**src/rtl/ibex_branch_resolve_if.sv**
```systemverilog
// ibex_branch_resolve_if: bundles the prediction push, the resolve and flush inputs,
// and the redirect/status outputs of ibex_branch_resolve.
//   master : fetch/EX/controller side (drives pred_* / res_* / flush_i)
//   slave  : the resolve block itself
// DEPTH must match the DEPTH of the attached ibex_branch_resolve. It sets the occupancy width.
interface ibex_branch_resolve_if #(
  parameter int DEPTH = 4
);
  localparam int CW = $clog2(DEPTH) + 1;

  logic          pred_valid_i;
  logic          pred_ready_o;
  logic [31:0]   pred_pc_i;
  logic          pred_taken_i;
  logic [31:0]   pred_target_i;
  logic          pred_compressed_i;
  logic          res_valid_i;
  logic          res_taken_i;
  logic [31:0]   res_target_i;
  logic          flush_i;
  logic          redirect_o;
  logic [31:0]   redirect_pc_o;
  logic          res_err_o;
  logic [CW-1:0] occupancy_o;
  logic [31:0]   branch_cnt_o;
  logic [31:0]   mispred_cnt_o;

  modport master (
    output pred_valid_i, pred_pc_i, pred_taken_i, pred_target_i, pred_compressed_i,
    output res_valid_i, res_taken_i, res_target_i, flush_i,
    input  pred_ready_o, redirect_o, redirect_pc_o, res_err_o, occupancy_o,
    input  branch_cnt_o, mispred_cnt_o
  );

  modport slave (
    input  pred_valid_i, pred_pc_i, pred_taken_i, pred_target_i, pred_compressed_i,
    input  res_valid_i, res_taken_i, res_target_i, flush_i,
    output pred_ready_o, redirect_o, redirect_pc_o, res_err_o, occupancy_o,
    output branch_cnt_o, mispred_cnt_o
  );
endinterface

```
**src/rtl/ibex_branch_resolve.sv**
```systemverilog
// ibex_branch_resolve: in-order queue of fetch-stage predictions. Each record is
// checked against the EX-stage outcome. A mispredict produces a registered
// one-cycle redirect with the corrected PC and drops all younger records.
// Ports:
//   clk_i : clock, rising edge
//   rst_i : synchronous active-high reset
//   bus   : ibex_branch_resolve_if.slave carrying the push and resolve inputs, flush,
//           redirect, error, occupancy and the saturating branch/mispredict counters
module ibex_branch_resolve #(
  parameter int DEPTH = 4
) (
  input  logic clk_i,
  input  logic rst_i,
  ibex_branch_resolve_if.slave bus
);
  localparam int AW = $clog2(DEPTH);
  localparam int CW = AW + 1;

  typedef struct packed {
    logic [31:0] pc;
    logic        taken;
    logic [31:0] target;
    logic        compressed;
  } entry_t;

  entry_t        mem_q [DEPTH];
  logic [AW-1:0] wptr_q, rptr_q;
  logic [CW-1:0] cnt_q;
  logic          redirect_q, err_q;
  logic [31:0]   redirect_pc_q, branch_cnt_q, mispred_cnt_q;

  entry_t      head, wr_entry;
  logic        has_head, resolve, mispred, pop, push, res_err;
  logic [31:0] redir_pc;

  assign head     = mem_q[rptr_q];
  assign has_head = (cnt_q != '0);
  // A flush overrides any resolve in the same cycle.
  assign resolve  = bus.res_valid_i & has_head & ~bus.flush_i;
  assign mispred  = resolve & ((head.taken != bus.res_taken_i) |
                               (head.taken & bus.res_taken_i & (head.target != bus.res_target_i)));
  assign pop      = resolve & ~mispred;
  assign res_err  = bus.res_valid_i & ~has_head & ~bus.flush_i;

  // When the queue is full, a correct pop in the same cycle frees a slot for the push.
  assign bus.pred_ready_o = (cnt_q < CW'(DEPTH)) | pop;
  // A push in the same cycle as a flush or mispredict is on the wrong path, so it is dropped.
  assign push = bus.pred_valid_i & bus.pred_ready_o & ~bus.flush_i & ~mispred;

  // Fall-through PC wraps at 2^32 because the carry out is discarded.
  assign redir_pc = bus.res_taken_i ? bus.res_target_i
                                    : head.pc + (head.compressed ? 32'd2 : 32'd4);

  assign wr_entry = '{pc: bus.pred_pc_i, taken: bus.pred_taken_i,
                      target: bus.pred_target_i, compressed: bus.pred_compressed_i};

  always_ff @(posedge clk_i) begin
    if (push) mem_q[wptr_q] <= wr_entry;
  end

  always_ff @(posedge clk_i) begin
    if (rst_i) begin
      wptr_q        <= '0;
      rptr_q        <= '0;
      cnt_q         <= '0;
      redirect_q    <= 1'b0;
      redirect_pc_q <= '0;
      err_q         <= 1'b0;
      branch_cnt_q  <= '0;
      mispred_cnt_q <= '0;
    end else begin
      redirect_q <= mispred;
      err_q      <= res_err;
      if (mispred) redirect_pc_q <= redir_pc;
      if (resolve && branch_cnt_q != '1) branch_cnt_q  <= branch_cnt_q + 32'd1;
      if (mispred && mispred_cnt_q != '1) mispred_cnt_q <= mispred_cnt_q + 32'd1;
      if (bus.flush_i || mispred) begin
        wptr_q <= '0;
        rptr_q <= '0;
        cnt_q  <= '0;
      end else begin
        if (push) wptr_q <= wptr_q + 1'b1;
        if (pop)  rptr_q <= rptr_q + 1'b1;
        cnt_q <= cnt_q + CW'(push) - CW'(pop);
      end
    end
  end

  assign bus.redirect_o    = redirect_q;
  assign bus.redirect_pc_o = redirect_pc_q;
  assign bus.res_err_o     = err_q;
  assign bus.occupancy_o   = cnt_q;
  assign bus.branch_cnt_o  = branch_cnt_q;
  assign bus.mispred_cnt_o = mispred_cnt_q;
endmodule
```
**src/flat_wrapper.sv**
```systemverilog
// flat-port wrapper written by rule: the top's interface ports become plain ports
module ibex_branch_resolve_flat 
#(
  parameter int DEPTH = 4
)
  (clk_i, rst_i, bus_pred_valid_i, bus_pred_pc_i, bus_pred_taken_i, bus_pred_target_i, bus_pred_compressed_i, bus_res_valid_i, bus_res_taken_i, bus_res_target_i, bus_flush_i, bus_pred_ready_o, bus_redirect_o, bus_redirect_pc_o, bus_res_err_o, bus_occupancy_o, bus_branch_cnt_o, bus_mispred_cnt_o);
  ibex_branch_resolve_if #(.DEPTH(DEPTH)) bus_i ();
  input  logic clk_i;
  input  logic rst_i;
  input wire logic [$bits(bus_i.pred_valid_i)-1:0] bus_pred_valid_i;
  input wire logic [$bits(bus_i.pred_pc_i)-1:0] bus_pred_pc_i;
  input wire logic [$bits(bus_i.pred_taken_i)-1:0] bus_pred_taken_i;
  input wire logic [$bits(bus_i.pred_target_i)-1:0] bus_pred_target_i;
  input wire logic [$bits(bus_i.pred_compressed_i)-1:0] bus_pred_compressed_i;
  input wire logic [$bits(bus_i.res_valid_i)-1:0] bus_res_valid_i;
  input wire logic [$bits(bus_i.res_taken_i)-1:0] bus_res_taken_i;
  input wire logic [$bits(bus_i.res_target_i)-1:0] bus_res_target_i;
  input wire logic [$bits(bus_i.flush_i)-1:0] bus_flush_i;
  output wire logic [$bits(bus_i.pred_ready_o)-1:0] bus_pred_ready_o;
  output wire logic [$bits(bus_i.redirect_o)-1:0] bus_redirect_o;
  output wire logic [$bits(bus_i.redirect_pc_o)-1:0] bus_redirect_pc_o;
  output wire logic [$bits(bus_i.res_err_o)-1:0] bus_res_err_o;
  output wire logic [$bits(bus_i.occupancy_o)-1:0] bus_occupancy_o;
  output wire logic [$bits(bus_i.branch_cnt_o)-1:0] bus_branch_cnt_o;
  output wire logic [$bits(bus_i.mispred_cnt_o)-1:0] bus_mispred_cnt_o;
  assign bus_i.pred_valid_i = bus_pred_valid_i;
  assign bus_i.pred_pc_i = bus_pred_pc_i;
  assign bus_i.pred_taken_i = bus_pred_taken_i;
  assign bus_i.pred_target_i = bus_pred_target_i;
  assign bus_i.pred_compressed_i = bus_pred_compressed_i;
  assign bus_i.res_valid_i = bus_res_valid_i;
  assign bus_i.res_taken_i = bus_res_taken_i;
  assign bus_i.res_target_i = bus_res_target_i;
  assign bus_i.flush_i = bus_flush_i;
  assign bus_pred_ready_o = bus_i.pred_ready_o;
  assign bus_redirect_o = bus_i.redirect_o;
  assign bus_redirect_pc_o = bus_i.redirect_pc_o;
  assign bus_res_err_o = bus_i.res_err_o;
  assign bus_occupancy_o = bus_i.occupancy_o;
  assign bus_branch_cnt_o = bus_i.branch_cnt_o;
  assign bus_mispred_cnt_o = bus_i.mispred_cnt_o;
  ibex_branch_resolve #(.DEPTH(DEPTH)) u_core (.clk_i(clk_i), .rst_i(rst_i), .bus(bus_i));
endmodule
```
**config.mk**
```make
export PLATFORM = sky130hd
export DESIGN_NAME = ibex_branch_resolve_flat
export DESIGN_NICKNAME = d
export VERILOG_FILES = /design/src/rtl/ibex_branch_resolve_if.sv /design/src/rtl/ibex_branch_resolve.sv /design/src/flat_wrapper.sv
export SDC_FILE = /design/constraint.sdc
export NUM_CORES = 1
export LEC_CHECK = 0
export BUFFER_PORTS_ARGS = -buffer_cell sky130_fd_sc_hd__buf_4
export CORE_MARGIN = 5
export CORE_UTILIZATION = 60
export CTS_CLUSTER_SIZE = 20
export DETAILED_ROUTE_END_ITERATION = 16
export PLACE_DENSITY_LB_ADDON = 0.15
export SYNTH_ARGS = -nofsm -noshare
export SYNTH_HDL_FRONTEND = slang
export SYNTH_SLANG_ARGS = --single-unit
```
**constraint.sdc**
```tcl
create_clock -name clk_i -period 12.2 [get_ports clk_i]
set_clock_uncertainty 0.1 [all_clocks]
set_input_delay 0.61 -clock clk_i [delete_from_list [all_inputs] [get_ports clk_i]]
set_output_delay 0.61 -clock clk_i [all_outputs]
set_load 0.1 [all_outputs]
```
==> run summary <==
• 65.11% — sequential element share of the synthesized area
• 1048 — Post-Synthesis Cells
• 264 — EDFF count, synth
• sky130_fd_sc_hd__edfxtp_1 — prevailing post-synth register cell
• 0 — cts repair resizes
• 170.6 um — DIE HEIGHT
• in -> reg — class of the most critical hold timing path
• reg -> reg — WS Path Type
• u_core.mem_q[0][14] — r2r endpoint
• 3 — buffering stage count on the worst path with inverters included
• 55 — synth unique cells
• 3 — worst-case clock buffer depth
• 23.73 mm — final HPWL from detailed placement
• sky130_fd_sc_hd__dfxtp_4 — standard cell with the maximum stage delay on the critical path
• 0.1893 GHz — timing-limited maximum frequency
• sky130_fd_sc_hd__clkbuf_16 — clock tree root buffer cell
• 0 — number of warnings printed during yosys synthesis
• 5.34 ns — arrival time at the worst endpoint
• 0 — max capacitance violation total
• 39 — total CTS buffers
• buffers and inverters — kind of cell adding the most delay to the critical path
• 1014 — initial DRC count
• 170.6 um — die span in x
• 35.61 mm — wire length reported by the detailed router
• 12.25 ns — data required time of the worst path
• 9537 — number of global-route vias before repair
• 0 — total overflow reported by the global router
• 205 — # port buffers
• 0 — count of hold-fix buffers inserted at cts
• 0 — remaining antenna violation count
• 25250 um^2 — core area
• 1165 — net count after synthesis
• 24.20% — GRT Overall Usage
• 58 — number of rows created at floorplan
• 0 ns — setup tns final
• 0.8432 — final weighted congestion of routability-driven global placement
• 10 — R2R cell count
• 0.1168 mV — Peak VDD IR
• 0% — Post-synth ARST share
• 5 — detailed-router iteration count before antenna repair
• 1378 — number of nets in the final layout
• 21.95 um — final routed wire length divided by cell count
• u_core.mem_q[2][44] — Worst Hold End
• sky130_fd_sc_hd__edfxtp_1 — most common cell after layout, fill and taps aside
• register — kind of launch point of the worst setup path
• 0 — buffers inserted during post-CTS setup optimization
• 1626 — fill count
• 61.24% — Initial Utilization
• 0.006465 uW — leakage component of the power
• 43.31% — final period utilization
• 53.99 mm — wire length of the first global-routing pass
• 67 — largest net degree at the start of global routing
• 73.50% — utilization after layout
• 146.7 nW/um^2 — P per Cell Area
• 0 — final slew viol count
• 18.89% — normalized max-slew margin
• 14.76 um^2 — post-synthesis average cell area
• 5.284 ns — fin crit period
• 5.908 — post-detailed-route via-to-cell ratio
• 206 — boundary pin count
• sky130_fd_sc_hd__edfxtp_1, sky130_fd_sc_hd__buf_4, sky130_fd_sc_hd__dfxtp_1 — commonest cells after routing, fill and taps aside
• 0.54 ns — clock insertion delay at the later pin of the skew report
• 29090 um^2 — overall die area
• 20.01% — relative area change from synthesis to final layout
• register — critical path endpoint category
• 371 — Clock Sinks
• 27.03% — fraction of final layout cells sized beyond drive strength 1
• 0.74 ns — max incr delay on CP
• 0 — final setup fails
• 66 — maximum fanout along the worst path
• sky130_fd_sc_hd__buf_4 — critical path's most frequent cell
• 0.06 ns — clock slew at reported path FFs
• 0 — final hold violations
• 6.92 ns — slack of the worst reg-to-reg path
• 1 — Cells on Worst Hold Path
• 2 — H-tree Lvls
• 371 — number of flip-flops and latches in the synthesized netlist
• built — TritonCTS clock tree
• 0 — antenna violations before repair
• 1.214 ns — Worst-Margin Slew
• 15470 um^2 — post-synthesis cell area
• completed — run status
• no — RSZ-0062 raised after global routing
• bus_pred_pc_i[10] — start point of the worst min-delay path
• 0 — Residual DRC
• buf_4 > mux4_1 > xnor2_1 > nand4_1 > nor4_2 > a31oi_4 > buf_4 > nor3_4 > and2_2 > buf_4 — cell-by-cell trace of the critical path
• 9583 — Via Count
==> metrics by stage <==
stage          total power (uW)  setup WS (ns)  hold WS, ns  instance area, um^2  instances
6_report                   2722          6.916       0.1701                18560       1622
3_3_place_gp               1528          6.933       0.3653                17230       1550
4_1_cts                    2741          6.829       0.1453                18560       1621
2_1_floorplan              1468          7.459       0.3691                15470       1048
3_5_place_dp               1531          6.843       0.3727                17230       1550
5_1_grt                    2810          6.468       0.1523                18560       1621
==> final cells by class <==
cell class                      instances  area (um^2)  share of cell area, %
Inverter                               15        56.30                 0.3033
Clock inverter                         18        245.2                  1.321
Timing Repair Buffer                  213         1599                  8.615
Multi-Input combinational cell        621         5082                  27.38
Tap cell                              330        412.9                  2.224
Sequential cell                       371        10070                  54.28
Antenna cell                            1        2.502                0.01348
Clock buffer                           53         1089                  5.864
==> per-layer routing <==
metal	global-route usage, %	vias up	share of wire [%]
li1	-	4389	-
met2	39.31	411	48
met3	4.390	63	8.4
met5	1.839	-	0.18
met1	33.87	4718	41
met4	7.222	2	2.7
==> sequential cells by signal, indices dropped and copies added, names as in the netlist, named ones only <==
| signal | count |
|---|---|
| u_core.bus.occupancy_o | 3 |
| u_core.bus.branch_cnt_o | 32 |
| u_core.bus.redirect_o | 1 |
| u_core.mem_q | 264 |
| u_core.bus.redirect_pc_o | 32 |
| u_core.bus.res_err_o | 1 |
| u_core.rptr_q | 2 |
| u_core.wptr_q | 2 |
| u_core.bus.mispred_cnt_o | 32 |
==> cells by family (layout without fill, tap and decap cells) <==
group                      count (synthesis)  in the layout  share of synthesized area, %
AOI/OAI and AO/OA                         91             91                         3.746
xor gates and xnor gates                 107            107                         6.059
adders and majority gates                 13             13                         1.149
buffers and inverters                     56            299                         2.063
DFF                                      371            371                         65.11
muxes                                     86             86                         11.08
other                                      0              1                             0
and+or+nand+nor                          324            324                         10.80
==> worst max path at each step <==
stage | from | end | slack (ns) | cells after the start
2_1_floorplan | register | u_core.mem_q[0][0] | 7.46 | 11
3_5_place_dp | register | u_core.mem_q[2][58] | 6.84 | 10
5_1_grt | register | u_core.mem_q[0][9] | 6.47 | 10
4_1_cts | register | u_core.mem_q[0][0] | 6.83 | 10
3_3_place_gp | register | u_core.mem_q[0][58] | 6.93 | 10
6_report | register | u_core.mem_q[0][14] | 6.92 | 10
==> where the power goes <==
part	switching (uW)	internal [uW]
Sequential	5.24	1370
Combinational	80.2	53.2
Clock	479	737
==> cells in the mapped netlist, types with 4 or more instances <==
| cell type | count | area share [%] |
|---|---|---|
| sky130_fd_sc_hd__a22o_1 | 14 | 0.79 |
| sky130_fd_sc_hd__xnor2_1 | 53 | 3.0 |
| sky130_fd_sc_hd__ha_1 | 11 | 0.89 |
| sky130_fd_sc_hd__buf_6 | 6 | 0.44 |
| sky130_fd_sc_hd__nor2b_1 | 5 | 0.20 |
| sky130_fd_sc_hd__mux4_1 | 6 | 1.0 |
| sky130_fd_sc_hd__or4_1 | 4 | 0.19 |
| sky130_fd_sc_hd__and3_1 | 16 | 0.65 |
| sky130_fd_sc_hd__xor2_1 | 54 | 3.1 |
| sky130_fd_sc_hd__nand2_1 | 72 | 1.7 |
| sky130_fd_sc_hd__or3_1 | 11 | 0.44 |
| sky130_fd_sc_hd__and4_1 | 9 | 0.51 |
| sky130_fd_sc_hd__nor2_1 | 85 | 2.1 |
| sky130_fd_sc_hd__dfxtp_1 | 107 | 14 |
| sky130_fd_sc_hd__nand3_1 | 38 | 1.2 |
| sky130_fd_sc_hd__and2_1 | 13 | 0.53 |
| sky130_fd_sc_hd__buf_4 | 5 | 0.24 |
| sky130_fd_sc_hd__nor3_1 | 17 | 0.55 |
| sky130_fd_sc_hd__a21oi_1 | 18 | 0.58 |
| sky130_fd_sc_hd__o21ai_0 | 37 | 1.2 |
| sky130_fd_sc_hd__edfxtp_1 | 264 | 51 |
| sky130_fd_sc_hd__mux4_2 | 60 | 8.7 |
| sky130_fd_sc_hd__clkbuf_1 | 18 | 0.44 |
| sky130_fd_sc_hd__buf_2 | 10 | 0.32 |
| sky130_fd_sc_hd__inv_1 | 15 | 0.36 |
| sky130_fd_sc_hd__nand2b_1 | 7 | 0.28 |
| sky130_fd_sc_hd__o31ai_1 | 5 | 0.24 |
| sky130_fd_sc_hd__nand4_1 | 30 | 1.2 |
| sky130_fd_sc_hd__mux2i_1 | 17 | 1.1 |
Note: power is estimated with default switching activity, not from simulation.
